===== src/rtl/game_pkg.sv =====
// Shared definitions for the multi-target game controller: coordinate width,
// default screen geometry, FSM state type, LFSR taps and the spawn clamp.
package game_pkg;

   localparam int COORD_W   = 12;
   localparam int H_RES_DEF = 1280;
   localparam int V_RES_DEF = 1024;

   // Fibonacci taps 16,14,13,11 expressed as bit positions 15,13,12,10
   localparam logic [15:0] LFSR_TAPS = 16'hB400;

   typedef enum logic [1:0] {
      IDLE = 2'd0,
      PLAY = 2'd1,
      END  = 2'd2
   } game_state_t;

   // Folds a raw LFSR-derived coordinate back on screen so the whole box fits
   function automatic logic [COORD_W-1:0] spawn_clamp(
      input logic [COORD_W-1:0] raw,
      input logic [COORD_W-1:0] limit,
      input logic [COORD_W-1:0] wrap
   );
      return (raw >= limit) ? (raw - wrap) : raw;
   endfunction

endpackage


===== src/rtl/target_slot.sv =====
// One target slot: position, valid flag, lifetime counter and hit-box compare.
// Optional build macro MOVING_TARGETS_EN adds the per-slot drift/reflect logic.
module target_slot
   import game_pkg::*;
#(
   parameter int TARGET_SIZE = 50,
   parameter int H_RES       = H_RES_DEF,
   parameter int V_RES       = V_RES_DEF,
   parameter int LIFE_W      = 32
)(
   input  logic               clk,
   input  logic               reset,
   input  logic               clear,
   input  logic               run,
   input  logic               spawn,
   input  logic [COORD_W-1:0] spawn_x,
   input  logic [COORD_W-1:0] spawn_y,
   input  logic [LIFE_W-1:0]  spawn_life,
`ifdef MOVING_TARGETS_EN
   input  logic [1:0]         spawn_dir,
   input  logic               drift_tick,
`endif
   input  logic [COORD_W-1:0] marker_x,
   input  logic [COORD_W-1:0] marker_y,
   output logic [COORD_W-1:0] pos_x,
   output logic [COORD_W-1:0] pos_y,
   output logic               valid,
   output logic               in_box,
   output logic               expired
);

   localparam int EXT_W = COORD_W + 1;
   localparam logic [EXT_W-1:0] SIZE_V = EXT_W'(TARGET_SIZE);

   logic [LIFE_W-1:0] life_cnt;

`ifdef MOVING_TARGETS_EN
   localparam logic [COORD_W-1:0] X_MAX = COORD_W'(H_RES - TARGET_SIZE);
   localparam logic [COORD_W-1:0] Y_MAX = COORD_W'(V_RES - TARGET_SIZE);
   logic dir_x;
   logic dir_y;
`endif

   // Slot state: clear beats spawn, spawn beats countdown (and drift)
   always_ff @(posedge clk) begin
      if (reset) begin
         valid    <= 1'b0;
         life_cnt <= '0;
         pos_x    <= '0;
         pos_y    <= '0;
`ifdef MOVING_TARGETS_EN
         dir_x    <= 1'b0;
         dir_y    <= 1'b0;
`endif
      end else if (clear) begin
         valid    <= 1'b0;
         life_cnt <= '0;
      end else if (spawn) begin
         valid    <= 1'b1;
         life_cnt <= spawn_life;
         pos_x    <= spawn_x;
         pos_y    <= spawn_y;
`ifdef MOVING_TARGETS_EN
         dir_x    <= spawn_dir[0];
         dir_y    <= spawn_dir[1];
`endif
      end else if (run && valid) begin
         if (life_cnt != '0) begin
            life_cnt <= life_cnt - LIFE_W'(1);
         end
`ifdef MOVING_TARGETS_EN
         if (drift_tick) begin
            if (dir_x) begin
               if (pos_x >= X_MAX - COORD_W'(1)) begin
                  pos_x <= X_MAX;
                  dir_x <= 1'b0;
               end else begin
                  pos_x <= pos_x + COORD_W'(1);
               end
            end else begin
               if (pos_x <= COORD_W'(1)) begin
                  pos_x <= '0;
                  dir_x <= 1'b1;
               end else begin
                  pos_x <= pos_x - COORD_W'(1);
               end
            end
            if (dir_y) begin
               if (pos_y >= Y_MAX - COORD_W'(1)) begin
                  pos_y <= Y_MAX;
                  dir_y <= 1'b0;
               end else begin
                  pos_y <= pos_y + COORD_W'(1);
               end
            end else begin
               if (pos_y <= COORD_W'(1)) begin
                  pos_y <= '0;
                  dir_y <= 1'b1;
               end else begin
                  pos_y <= pos_y - COORD_W'(1);
               end
            end
         end
`endif
      end
   end

   assign in_box = valid
                   && ({1'b0, marker_x} >= {1'b0, pos_x})
                   && ({1'b0, marker_x} <  ({1'b0, pos_x} + SIZE_V))
                   && ({1'b0, marker_y} >= {1'b0, pos_y})
                   && ({1'b0, marker_y} <  ({1'b0, pos_y} + SIZE_V));

   assign expired = valid && (life_cnt == '0);

endmodule


===== src/rtl/multi_target_game_ctrl.sv =====
// Multi-target game controller: LFSR spawn positions, hit/expiry priority,
// score/miss counters and the IDLE/PLAY/END game FSM.
// Optional build macro MOVING_TARGETS_EN makes valid targets drift.
module multi_target_game_ctrl
   import game_pkg::*;
#(
   parameter int          N_TARGETS   = 3,
   parameter int          TARGET_SIZE = 50,
   parameter int          H_RES       = H_RES_DEF,
   parameter int          V_RES       = V_RES_DEF,
   parameter int          BASE_LIFE   = 108000000,
   parameter int          WIN_SCORE   = 15,
   parameter int          MAX_MISS    = 5,
   parameter logic [15:0] LFSR_SEED   = 16'hACE1
)(
   input  logic                           clk,
   input  logic                           reset,
   input  logic                           start,
   input  logic [2:0]                     level,
   input  logic                           trigger,
   input  logic [COORD_W-1:0]             marker_x,
   input  logic [COORD_W-1:0]             marker_y,
   output logic [COORD_W*N_TARGETS-1:0]   target_x,
   output logic [COORD_W*N_TARGETS-1:0]   target_y,
   output logic [N_TARGETS-1:0]           target_valid,
   output logic                           hit_ack,
   output logic                           miss_ack,
   output logic [7:0]                     score,
   output logic [3:0]                     misses,
   output logic                           game_end,
   output logic                           game_won
);

   localparam int          IDX_W  = 3;
   localparam logic [7:0]  WIN_V  = 8'(WIN_SCORE);
   localparam logic [3:0]  MISS_V = 4'(MAX_MISS);
   localparam logic [3:0]  NUM_V  = 4'(N_TARGETS);
   localparam logic [31:0] LIFE_V = 32'(BASE_LIFE);

   game_state_t          state, state_next;
   logic [15:0]          lfsr;
   logic [3:0]           stagger_idx;
   logic [7:0]           score_next;
   logic [3:0]           misses_next;
   logic                 won_next;
   logic                 start_game;
   logic                 hit_found, miss_found;
   logic                 do_hit, do_miss;
   logic [IDX_W-1:0]     hit_idx, miss_idx;
   logic [N_TARGETS-1:0] in_box, expired, spawn;
   logic                 clear_slots, run_slots;
   logic [COORD_W-1:0]   spawn_x, spawn_y;
   logic [31:0]          life_full, life_load;

   assign spawn_x = spawn_clamp({1'b0, lfsr[10:0]},
                                COORD_W'(H_RES - TARGET_SIZE), COORD_W'(1024));
   assign spawn_y = spawn_clamp({2'b00, lfsr[15:6]},
                                COORD_W'(V_RES - TARGET_SIZE), COORD_W'(512));

   // The counter holds remaining cycles minus one, so a slot is shown for
   // exactly BASE_LIFE >> level cycles before its expiry is serviced
   assign life_full = LIFE_V >> level;
   assign life_load = (life_full == 32'd0) ? 32'd0 : (life_full - 32'd1);

`ifdef MOVING_TARGETS_EN
   logic [19:0] drift_cnt;
   logic        drift_tick;

   // Free-running drift divider; tick once every 2^(20-level) play cycles
   always_ff @(posedge clk) begin
      if (reset || (state != PLAY)) begin
         drift_cnt <= '0;
      end else begin
         drift_cnt <= drift_cnt + 20'd1;
      end
   end

   assign drift_tick = ((drift_cnt & (20'hFFFFF >> level)) == (20'hFFFFF >> level));
`endif

   // Lowest-index in-box and lowest-index expired slot
   always_comb begin
      hit_found  = 1'b0;
      miss_found = 1'b0;
      hit_idx    = '0;
      miss_idx   = '0;
      for (int i = N_TARGETS - 1; i >= 0; i--) begin
         if (in_box[i]) begin
            hit_found = 1'b1;
            hit_idx   = IDX_W'(i);
         end
         if (expired[i]) begin
            miss_found = 1'b1;
            miss_idx   = IDX_W'(i);
         end
      end
   end

   // An expired slot that is also being hit counts as a hit only
   assign do_hit  = (state == PLAY) && trigger && hit_found;
   assign do_miss = (state == PLAY) && miss_found && !(do_hit && (miss_idx == hit_idx));

   // Next state, counters and win flag; win is checked before loss
   always_comb begin
      state_next  = state;
      start_game  = 1'b0;
      score_next  = score;
      misses_next = misses;
      won_next    = game_won;
      case (state)
         IDLE, END: begin
            if (start) begin
               state_next  = PLAY;
               start_game  = 1'b1;
               score_next  = 8'd0;
               misses_next = 4'd0;
               won_next    = 1'b0;
            end
         end
         PLAY: begin
            if (do_hit && (score != 8'hFF)) begin
               score_next = score + 8'd1;
            end
            if (do_miss && (misses != 4'hF)) begin
               misses_next = misses + 4'd1;
            end
            if (score_next >= WIN_V) begin
               state_next = END;
               won_next   = 1'b1;
            end else if (misses_next >= MISS_V) begin
               state_next = END;
               won_next   = 1'b0;
            end
         end
         default: state_next = IDLE;
      endcase
   end

   // Per-slot spawn requests: game start, staggered fill, hit or expiry
   always_comb begin
      spawn = '0;
      for (int i = 0; i < N_TARGETS; i++) begin
         spawn[i] = (start_game && (i == 0))
                    || ((state == PLAY) && (stagger_idx == 4'(i)))
                    || (do_hit  && (hit_idx  == IDX_W'(i)))
                    || (do_miss && (miss_idx == IDX_W'(i)));
      end
   end

   assign clear_slots = (state_next != PLAY);
   assign run_slots   = (state == PLAY);
   assign game_end    = (state == END);

   // State register, LFSR, counters and the one-cycle ack pulses
   always_ff @(posedge clk) begin
      if (reset) begin
         state       <= IDLE;
         lfsr        <= LFSR_SEED;
         stagger_idx <= 4'd0;
         score       <= 8'd0;
         misses      <= 4'd0;
         game_won    <= 1'b0;
         hit_ack     <= 1'b0;
         miss_ack    <= 1'b0;
      end else begin
         state    <= state_next;
         lfsr     <= {lfsr[14:0], ^(lfsr & LFSR_TAPS)};
         score    <= score_next;
         misses   <= misses_next;
         game_won <= won_next;
         hit_ack  <= do_hit;
         miss_ack <= do_miss;
         if (start_game) begin
            stagger_idx <= 4'd1;
         end else if ((state == PLAY) && (stagger_idx < NUM_V)) begin
            stagger_idx <= stagger_idx + 4'd1;
         end
      end
   end

   for (genvar g = 0; g < N_TARGETS; g++) begin : g_slot
      target_slot #(
         .TARGET_SIZE (TARGET_SIZE),
         .H_RES       (H_RES),
         .V_RES       (V_RES),
         .LIFE_W      (32)
      ) u_slot (
         .clk        (clk),
         .reset      (reset),
         .clear      (clear_slots),
         .run        (run_slots),
         .spawn      (spawn[g]),
         .spawn_x    (spawn_x),
         .spawn_y    (spawn_y),
         .spawn_life (life_load),
`ifdef MOVING_TARGETS_EN
         .spawn_dir  (lfsr[1:0]),
         .drift_tick (drift_tick),
`endif
         .marker_x   (marker_x),
         .marker_y   (marker_y),
         .pos_x      (target_x[COORD_W*g +: COORD_W]),
         .pos_y      (target_y[COORD_W*g +: COORD_W]),
         .valid      (target_valid[g]),
         .in_box     (in_box[g]),
         .expired    (expired[g])
      );
   end

endmodule

===== config.mk =====
export PLATFORM = sky130hd
export DESIGN_NAME = multi_target_game_ctrl
export DESIGN_NICKNAME = d
export VERILOG_FILES = /design/src/rtl/game_pkg.sv /design/src/rtl/target_slot.sv /design/src/rtl/multi_target_game_ctrl.sv
export SDC_FILE = /design/constraint.sdc
export NUM_CORES = 1
export LEC_CHECK = 0
export ABC_AREA = 1
export CAP_MARGIN = 10
export CORE_MARGIN = 3
export CORE_UTILIZATION = 55
export DETAILED_ROUTE_END_ITERATION = 10
export PLACE_DENSITY_LB_ADDON = 0.1
export RECOVER_POWER = 100
export SLEW_MARGIN = 20
export SYNTH_ARGS = -nofsm -noshare
export SYNTH_HDL_FRONTEND = slang
export SYNTH_SLANG_ARGS = --single-unit

===== constraint.sdc =====
create_clock -name clk -period 5 [get_ports clk]
set_input_delay 0.5 -clock clk [delete_from_list [all_inputs] [get_ports clk]]
set_output_delay 0.5 -clock clk [all_outputs]
set_load 0.01 [all_outputs]

==> results.txt <==
status: finished, final reports clean
Port Buffers: 121
total gr overflow: 0
Primary FF master, synth: dfxtp_1
Die X-Extent: 173 um
Synth cell types: 48
core area: 0.0273 mm^2
M2 GR Usage: 0.481
TritonCTS Sinks: 193
top cells by count, synth: nand2_1 (482), nor2_1 (319), inv_1 (285)
RSZ-0062 raised after global routing: no
DR pass1 iterations: 5
relative slew slack: 0.122
minimum clock period: 4.59 ns
top cells by area, synth: dfxtp_1 (25%), ha_1 (13%), nand2_1 (12%), nor2_1 (7.8%), inv_1 (7.0%)
P&R area growth vs syn: 12.1%
DRT iter0 DRCs: 1003
Reg power frac: 0.394
FILL cells: 2613
H-tree Lvls: 4
critical path arrival: 4.93 ns
NetSw: 0.00150 W
Routed WL per cell: 15.4 um
Via Count: 14916
Routed WL: 42500 um
post-route clock skew: 0.0142 ns
Comb pwr share: 0.278
Switching Fraction: 0.350
Peak VDD IR: 0.000247 V
CP max-delay cell: dfxtp_1
Power Total: 0.00427 W
fin. max-slew vios: 0
post-synth top area share: 0.251
Ys Warns: 0
fmax: 0.218 GHz
Net Count, Synth: 2489
Nets: 2566
busiest grt layer: met2
Pint: 0.00277 W
Worst EP required: 5.35 ns
initial antenna violation count: 0
P per Cell Area: 248 mW/mm^2
fin crit share: 0.918
full die area: 0.0300 mm^2
first-pass GRT wire length: 70100 um
Initial Util: 0.564
Slowest Stage Delay on Critical Path: 0.55 ns
most used cell, CP: nand2_1
Worst-Margin Slew: 1.32 ns
vias in the first global route: 13999
hpwl dp: 33000 um
CP Capture Type: register
DR DRC count: 0
maximum capacitance violations: 0
chip height: 173 um
CTS clk-pin slew, worst paths: 0.08 ns
cell taking the most area after synthesis: dfxtp_1
Clock Latency Late Sink: 0.45 ns
final hold viol count: 0
routability cong.: 0.932
Vias/cell: 5.41
antenna-violating nets left: 0
Hold Path Class: reg2reg
Seq cells post-synth: 193
WHS Path Cells: 2
Overall Global Routing Usage: 0.279
Crit Path Class: reg2reg
met3 Resource Use GR: 0.0298
final core utilization: 0.633
post-synthesis instance total: 2294
ys async rst share: 0
Cell Area, Synth: 0.0154 mm^2
num rows: 60
crit start category: register
Seq/Total Area, Yosys: 0.251
I/O pin count: 122
root buf cell: clkbuf_16
most frequent cell after synthesis: nand2_1
clock network power share: 0.328
Max Root-Sink Buffers: 2
R2R depth: 28
largest net degree at the start of global routing: 68
Leakage: 7.95 nW
Post-synth EDFFs: 0
Setup TNS Final: 0 ns
worst-path maximum fanout: 37
layout cells sized above 1: 0.0529
met1 Usage GRT: 0.363
CTS tree: done
Setup violations, final: 0
ANT cells: 0
average size of a mapped cell: 6.70 um^2
CTS buffer count: 17
[path summary, 6_finish.rpt]
kind	start	to	slack, ns
max reg2reg	g_slot[1].u_slot.pos_y[3]	g_slot[0].u_slot.pos_y[7]	0.41
max	g_slot[1].u_slot.pos_y[3]	g_slot[0].u_slot.pos_y[7]	0.41
min	stagger_idx[3]	stagger_idx[3]	0.43
min reg2reg	stagger_idx[3]	stagger_idx[3]	0.43
[cell type report]
type,count,area (um^2),area share
repair buffers,146,1410,0.0816
inverters,289,1090,0.0631
multi-input cells,1724,9820,0.569
clock buffers,18,439,0.0255
flip-flops and latches,193,3860,0.224
well taps,372,465,0.0270
clock inverters,14,159,0.00922
[power groups by stage]
stage                     sequential (W)  combinational, W  clock, W
after detailed placement         0.00172           0.00119         0
after global routing             0.00169           0.00135   0.00148
final                            0.00168           0.00119   0.00140
after CTS                        0.00168           0.00120   0.00142
after global placement           0.00172           0.00117         0
after floorplan                  0.00170          0.000870         0
[state kept, by name (all words and copies together) (netlist names)]
register,flops
g_slot.u_slot.pos_y,33
stagger_idx,4
g_slot.u_slot.valid,3
g_slot.u_slot.pos_x,24
lfsr,16
score,8
g_slot.u_slot.life_cnt,96
hit_ack,1
state,2
misses,4
miss_ack,1
game_won,1
[timing repair]
action | 4_1_cts | 5_1_grt
endpoints found under the setup margin | 0 | 112
setup buffers | 0 | 2
hold buffers | 0 | 0
resized for setup | 0 | 9
[routing by layer]
| layer | vias to the layer above | wire, um |
|---|---|---|
| li1 | 7632 | - |
| met1 | 6875 | 19200 |
| met2 | 334 | 20400 |
| met3 | 75 | 1500 |
| met4 | 0 | 1390 |
| met5 | - | 0 |
[logic make-up (layout without fill, tap and decap cells)]
logic type,Yosys count,count (layout),share of synthesized area
DFF,193,193,0.251
xor gates and xnor gates,120,120,0.0683
adders and majority gates,164,164,0.133
buffers and inverters,377,467,0.108
AOI/OAI and AO/OA,329,329,0.124
and+or+nand+nor,1111,1111,0.316
[stage by stage]
stage          hold WS [ns]  setup WS [ns]  area (um^2)  cells
6_report              0.433          0.412        17200   2756
5_1_grt               0.478         0.0124        17200   2756
4_1_cts               0.434          0.254        17300   2754
3_5_place_dp          0.423          0.292        16700   2722
3_3_place_gp          0.416          0.484        16700   2722
2_1_floorplan         0.408           1.35        15400   2294
[worst max-delay path, delay by kind of cell (launching register included)]
family,cells,cell delay [ns]
buffers and inverters,3,0.67
AO/OA/AOI/OAI,1,0.28
flip-flops,1,0.55
adder cells (fa/ha/maj),1,0.24
XOR/XNOR,1,0.18
AND/OR/NAND/NOR,22,2.54
[placed cells by master, fill, tap and decap left out, drive strengths merged, types with 2 or more instances in the layout]
| cell type | count |
|---|---|
| clkbuf | 23 |
| xnor2 | 29 |
| nor2 | 335 |
| o311ai | 2 |
| o21ai | 72 |
| a31oi | 6 |
| inv | 298 |
| nor3 | 49 |
| nand4 | 50 |
| buf | 20 |
| nand3 | 152 |
| nand3b | 5 |
| nor4 | 11 |
| clkinv | 3 |
| xor2 | 91 |
| dlygate4sd3 | 89 |
| a22o | 3 |
| a22oi | 11 |
| a21oi | 191 |
| ha | 164 |
| and2 | 4 |
| a221oi | 4 |
| o22ai | 6 |
| a21o | 8 |
| nand2 | 495 |
| clkdlybuf4s50 | 32 |
| or2 | 10 |
| dfxtp | 193 |
| o211ai | 15 |
| o221ai | 2 |
| a211oi | 4 |
(Power assumes the default switching activity.)
